--- config.mk ---
export PLATFORM = sky130hd
export DESIGN_NAME = latch_bank_seq
export DESIGN_NICKNAME = d
export VERILOG_FILES = /design/src/rtl/latch_bank_seq.sv
export SDC_FILE = /design/constraint.sdc
export NUM_CORES = 1
export LEC_CHECK = 0
export BUFFER_PORTS_ARGS = -buffer_cell sky130_fd_sc_hd__buf_4
export CAP_MARGIN = 20
export CELL_PAD_IN_SITES_DETAIL_PLACEMENT = 1
export CELL_PAD_IN_SITES_GLOBAL_PLACEMENT = 1
export CORE_ASPECT_RATIO = 1.2
export CORE_MARGIN = 2
export CORE_UTILIZATION = 40
export DETAILED_ROUTE_END_ITERATION = 6
export GPL_ROUTABILITY_DRIVEN = 0
export PLACE_DENSITY = 0.86
export SLEW_MARGIN = 15
export SYNTH_ARGS = -nofsm -noshare
export SYNTH_HDL_FRONTEND = slang
export SYNTH_SLANG_ARGS = --single-unit
--- constraint.sdc ---
create_clock -name clk -period 1.9 [get_ports clk]
set_input_delay 0.095 -clock clk [delete_from_list [all_inputs] [get_ports clk]]
set_output_delay 0.095 -clock clk [all_outputs]
set_load 0.005 [all_outputs]
--- src/rtl/latch_bank_seq.sv ---
// latch_bank_seq: command sequencer for a bank of transparent-high latches
// with an active-low clear (RN) and an active-low preset (SETN).
// Each accepted WRITE, CLEAR or PRESET is expanded into correctly timed
// edges on the shared E / D / RN / SETN nets. Setup, pulse, hold and
// recovery windows are given as clock-cycle counts.
// Optional feature: define LATCH_BANK_SEQ_READBACK_EN to add the lat_q
// readback input and the sticky mismatch flag.
module latch_bank_seq #(
  parameter int WIDTH     = 8,
  parameter int SETUP_CYC = 1,
  parameter int PULSE_CYC = 2,
  parameter int HOLD_CYC  = 1,
  parameter int RECOV_CYC = 1
) (
  input  logic             clk,
  input  logic             rst,
  input  logic             req_valid,
  output logic             req_ready,
  input  logic [1:0]       req_op,
  input  logic [WIDTH-1:0] req_data,
  output logic             busy,
  output logic             done,
  output logic             lat_e,
  output logic [WIDTH-1:0] lat_d,
  output logic             lat_rn,
  output logic             lat_setn
`ifdef LATCH_BANK_SEQ_READBACK_EN
  ,
  input  logic [WIDTH-1:0] lat_q,
  output logic             mismatch
`endif
);

  // The timing counts are limited to what the 4-bit counter can hold.
  if (SETUP_CYC < 1 || SETUP_CYC > 15) begin : g_bad_setup
    $error("SETUP_CYC out of range 1..15");
  end
  if (PULSE_CYC < 1 || PULSE_CYC > 15) begin : g_bad_pulse
    $error("PULSE_CYC out of range 1..15");
  end
  if (HOLD_CYC < 1 || HOLD_CYC > 15) begin : g_bad_hold
    $error("HOLD_CYC out of range 1..15");
  end
  if (RECOV_CYC < 1 || RECOV_CYC > 15) begin : g_bad_recov
    $error("RECOV_CYC out of range 1..15");
  end

  typedef enum logic [1:0] {OP_WRITE, OP_CLEAR, OP_PRESET, OP_NOP} op_e;

  // CMD is the single cycle between acceptance and the first net action;
  // it keeps req_ready low so a second command cannot slip in.
  typedef enum logic [2:0] {
    IDLE, CMD, SETUP, EPULSE, HOLD, RPULSE, SPULSE, RECOV
  } state_e;

  // Counter reload values: a window of N cycles counts N-1 down to 0.
  localparam logic [3:0] SETUP_LD = 4'(SETUP_CYC - 1);
  localparam logic [3:0] PULSE_LD = 4'(PULSE_CYC - 1);
  localparam logic [3:0] HOLD_LD  = 4'(HOLD_CYC - 1);
  localparam logic [3:0] RECOV_LD = 4'(RECOV_CYC - 1);

  state_e           state;
  logic [3:0]       cnt;
  op_e              op_q;
  logic [WIDTH-1:0] data_q;

  assign req_ready = (state == IDLE) && !rst;

  // Command sequencer: one state per timing window, all nets registered.
  always_ff @(posedge clk) begin
    if (rst) begin
      state    <= IDLE;
      cnt      <= '0;
      op_q     <= OP_NOP;
      data_q   <= '0;
      lat_e    <= 1'b0;
      lat_d    <= '0;
      lat_rn   <= 1'b1;
      lat_setn <= 1'b1;
      done     <= 1'b0;
      busy     <= 1'b0;
    end else begin
      done <= 1'b0;
      case (state)
        IDLE: begin
          if (req_valid) begin
            op_q   <= op_e'(req_op);
            data_q <= req_data;
            state  <= CMD;
          end
        end
        CMD: begin
          case (op_q)
            OP_WRITE: begin
              lat_d <= data_q;
              cnt   <= SETUP_LD;
              busy  <= 1'b1;
              state <= SETUP;
            end
            OP_CLEAR: begin
              lat_rn <= 1'b0;
              cnt    <= PULSE_LD;
              busy   <= 1'b1;
              state  <= RPULSE;
            end
            OP_PRESET: begin
              lat_setn <= 1'b0;
              cnt      <= PULSE_LD;
              busy     <= 1'b1;
              state    <= SPULSE;
            end
            default: begin
              done  <= 1'b1;
              state <= IDLE;
            end
          endcase
        end
        SETUP: begin
          if (cnt == 4'd0) begin
            lat_e <= 1'b1;
            cnt   <= PULSE_LD;
            state <= EPULSE;
          end else cnt <= cnt - 4'd1;
        end
        EPULSE: begin
          if (cnt == 4'd0) begin
            lat_e <= 1'b0;
            cnt   <= HOLD_LD;
            state <= HOLD;
          end else cnt <= cnt - 4'd1;
        end
        RPULSE, SPULSE: begin
          if (cnt == 4'd0) begin
            lat_rn   <= 1'b1;
            lat_setn <= 1'b1;
            cnt      <= RECOV_LD;
            state    <= RECOV;
          end else cnt <= cnt - 4'd1;
        end
        HOLD, RECOV: begin
          if (cnt == 4'd0) begin
            done  <= 1'b1;
            busy  <= 1'b0;
            state <= IDLE;
          end else cnt <= cnt - 4'd1;
        end
        default: state <= IDLE;
      endcase
    end
  end

`ifdef LATCH_BANK_SEQ_READBACK_EN
  logic             fin;
  logic [WIDTH-1:0] exp_q;
  logic [WIDTH-1:0] exp_nxt;

  // fin marks the edge at which done will assert.
  assign fin = ((state == CMD) && (op_q == OP_NOP)) ||
               (((state == HOLD) || (state == RECOV)) && (cnt == 4'd0));

  always_comb begin
    exp_nxt = exp_q;
    case (op_q)
      OP_WRITE:  exp_nxt = data_q;
      OP_CLEAR:  exp_nxt = '0;
      OP_PRESET: exp_nxt = '1;
      default:   exp_nxt = exp_q;
    endcase
  end

  // Shadow of the expected bank contents; compared one edge after done.
  always_ff @(posedge clk) begin
    if (rst) begin
      exp_q    <= '0;
      mismatch <= 1'b0;
    end else begin
      if (fin) exp_q <= exp_nxt;
      if (done && (lat_q != exp_q)) mismatch <= 1'b1;
    end
  end
`else
  // No readback path in this build.
`endif

endmodule

==> results.md <==
- Category of the worst setup path capture point: flip-flop
- Vias in the first global route: 1,460
- Sequential area share after synthesis: 41.20%
- Share of flip-flops with an asynchronous set or reset: 0%
- Overall power after layout: 1.663 mW
- Synthesized cell area: 1458 um2
- Setup repair after global routing missed its margin: true
- Ratio of total power to cell area: 928.6 nW/um2
- Final-report hold violation count: 0
- Post-synth EDFFs: 0
- Worst Tran Pin Value: 528.9 ps
- Final Hold Slack: 3.230 ps
- Max_cap viols: 0
- DRT iter0 DRCs: 56
- Worst IR Drop VDD: 0.5196 mV
- Final Skew: 3.560 ps
- Height of the die: 70.13 um
- Final setup slack of the worst path: 49.99 ps
- Synthesis-stage register bit count: 30
- Count of antenna-violating nets left after detailed routing: 0
- Highest attainable clock frequency: 0.5405 GHz
- Maximum buffer depth of the clock tree: 2
- Kind of critical path: reg2reg
- Synthesis Warnings: 0
- Result of the run: completed
- Final HPWL DP: 2.813 mm
- Sequential cell area: 600.6 um2
- Later-pin clock latency in the skew report: 290 ps
- Final wirelength: 4.158 mm
- Dominant combinational cell family by area after synthesis: simple AND/OR/NAND/NOR gates
- CTS tree: done
- Cell at the root of the clock tree: clkbuf_8
- Average wire length per cell after detail routing: 17.11 um
- Total of hold buffers inserted after clock tree synthesis: 0
- Area of all placed cells without fillers: 1790 um2
- Post-placement cell count: 235
- Total via count in the routed design: 1,385
- Share of final-layout standard cells stronger than drive strength 1: 21.57%
- Xor and xnor fraction of the mapped netlist area: 1.202%
- Area grow syn2layout: 22.83%
- First-pass GRT wire length: 6.796 mm
- Diodes inserted: 0
- Final setup violation count: 0
- Required time of the worst setup path: 2090 ps
- Path category of the worst min-delay check: in2reg
- Number of top-level pins: 27
- Adder-Cell Fraction of Synth Area: 6.009%
- Most instantiated flip-flop cell in the synthesis netlist: dfxtp_1
- Initial standard-cell utilization of the core: 40.79%
- Net count after synthesis: 198
- H-Tree Level Count: 2
- Count of different cell masters after synthesis: 39
- Cell leakage power: 0.7501 nW
- Post-DP Area: 1668 um2
- Average cell area after synthesis: 8.189 um2
- Share of the synthesized area in compound gates (AO/OA/AOI/OAI): 20.26%
- Final worst path period share: 97.37%
- CTS Buf Count: 5
- Post-detailed-route via-to-cell ratio: 5.700
- Pre-CTS WS: 93.53 ps
- Number of nets in the layout: 223
- # port buffers: 26
- Area share of and/or/nand/nor cells after synthesis: 25.92%
- Number of filler instances in the final layout: 426
- Tmin final: 1850 ps
- Clock sink total: 30
- Area inside the core boundary: 3573 um2
- Post-Synthesis Cells: 178
- All-Layer GR Usage: 21.66%
- Post-route setup TNS: 0 ps
- Width of the die: 59.11 um
- Number of DRC violations after detailed routing: 0
- Critical path data arrival time: 2040 ps
- Non-filler cells, final: 243
- Share of synthesized area spent on multiplexers: 0%
- Max-slew violation count: 0
- Antenna violations before repair: 0
- GRT overflow: 0
- Area taken by multi-input logic gates: 790.8 um2
- Number of standard-cell rows in the floorplan: 24
- Maximum number of pins on one net before global-route repair: 33
- Slew Limit Headroom: 64.58%
- Clock-pin transition on the worst setup and hold timing paths: 70 ps
- Critical path launch point type: flip-flop
- Fin util: 50.11%
- Die Area: 4145 um2
- Highest fanout seen on the critical path: 7
- Detailed Routing Iterations Pass 1: 4
[cell usage after synthesis, drive strengths merged (2+ instances only)]
library cell | instances | area [um2]
nor3b | 3 | 27.52
nor2 | 9 | 36.29
ha | 7 | 87.58
nor2b | 3 | 18.77
dfxtp | 30 | 600.6
nand2 | 41 | 153.9
inv | 4 | 15.01
clkbuf | 3 | 11.26
nand3b | 2 | 15.01
nand3 | 5 | 25.02
a211o | 3 | 26.28
xor2 | 2 | 17.52
buf | 9 | 52.55
and2 | 2 | 12.51
or3b | 2 | 17.52
or3 | 3 | 18.77
and3 | 2 | 12.51
o41ai | 2 | 25.03
o21ai | 9 | 45.04
a21oi | 22 | 110.1
a31oi | 5 | 31.28
[timing repair]
action / 4_1_cts / 5_1_grt
hold endpoints to repair: 0 / 0
resized for setup: 0 / 1
endpoints found under the setup margin: 0 / 2
buffers inserted: 0 / 0
[cell families (layout without fill, tap and decap cells)]
logic type | count (synthesis) | after routing
and+or+nand+nor | 77 | 77
AOI/OAI and AO/OA | 46 | 46
DFF | 30 | 30
buffers and inverters | 16 | 42
adders and majority gates | 7 | 7
xor gates and xnor gates | 2 | 2
[sequential cells by signal, indices dropped and copies added, names as in the netlist, 2 cells and up]
signal  count
data_q      8
lat_d       8
cnt         4
state       3
op_q        2
[path summary, 6_finish.rpt]
| kind | start | end | slack (ps) | depth (start not counted) |
|---|---|---|---|---|
| max | cnt[0] | cnt[0] | 50 | 6 |
| min | req_op[0] | op_q[0] | 3 | 2 |
| max reg2reg | cnt[0] | cnt[0] | 50 | 6 |
| min reg2reg | lat_setn | lat_setn | 450 | 2 |
[power breakdown]
part	total (mW)	internal [mW]	switching, mW
Sequential	0.698	0.668	0.0300
Clock	0.617	0.365	0.252
Combinational	0.347	0.143	0.204
[area by class of cell]
| type | instances | area share [%] |
|---|---|---|
| tap | 39 | 2.725 |
| clock buffer | 8 | 6.150 |
| timing repair buffer | 30 | 12.58 |
| sequential | 30 | 33.54 |
| multi-input combinational | 132 | 44.16 |
| inverter | 4 | 0.8386 |
[routing by layer]
| layer | track usage, % | share of wire (%) | vias to the layer above |
|---|---|---|---|
| met5 | 0 | 0 | - |
| met4 | 7.828 | 1.6 | 0 |
| met3 | 5.370 | 4.5 | 6 |
| met2 | 37.04 | 53 | 32 |
| met1 | 25.55 | 41 | 680 |
| li1 | - | - | 667 |
[layout by cell type, fill, tap and decap left out, types with 3 or more instances in the layout]
cell type / n
nor2_1: 8
clkbuf_8: 8
nor2b_1: 3
buf_4: 30
or3_1: 3
inv_1: 4
a21oi_1: 22
o21ai_0: 6
a211o_1: 3
nand2_1: 41
ha_1: 7
o21ai_1: 3
dfxtp_1: 30
nand3_1: 5
a31oi_1: 5
[worst max-delay path, cell delays in order (launching register included)]
cell and delay [ps]:
dfxtp_1 320, inv_1 130, ha_1 210, or3b_1 540, a21oi_1 220, o21ai_1 90, o41ai_2 240
Note: power is estimated with default switching activity, not from simulation.
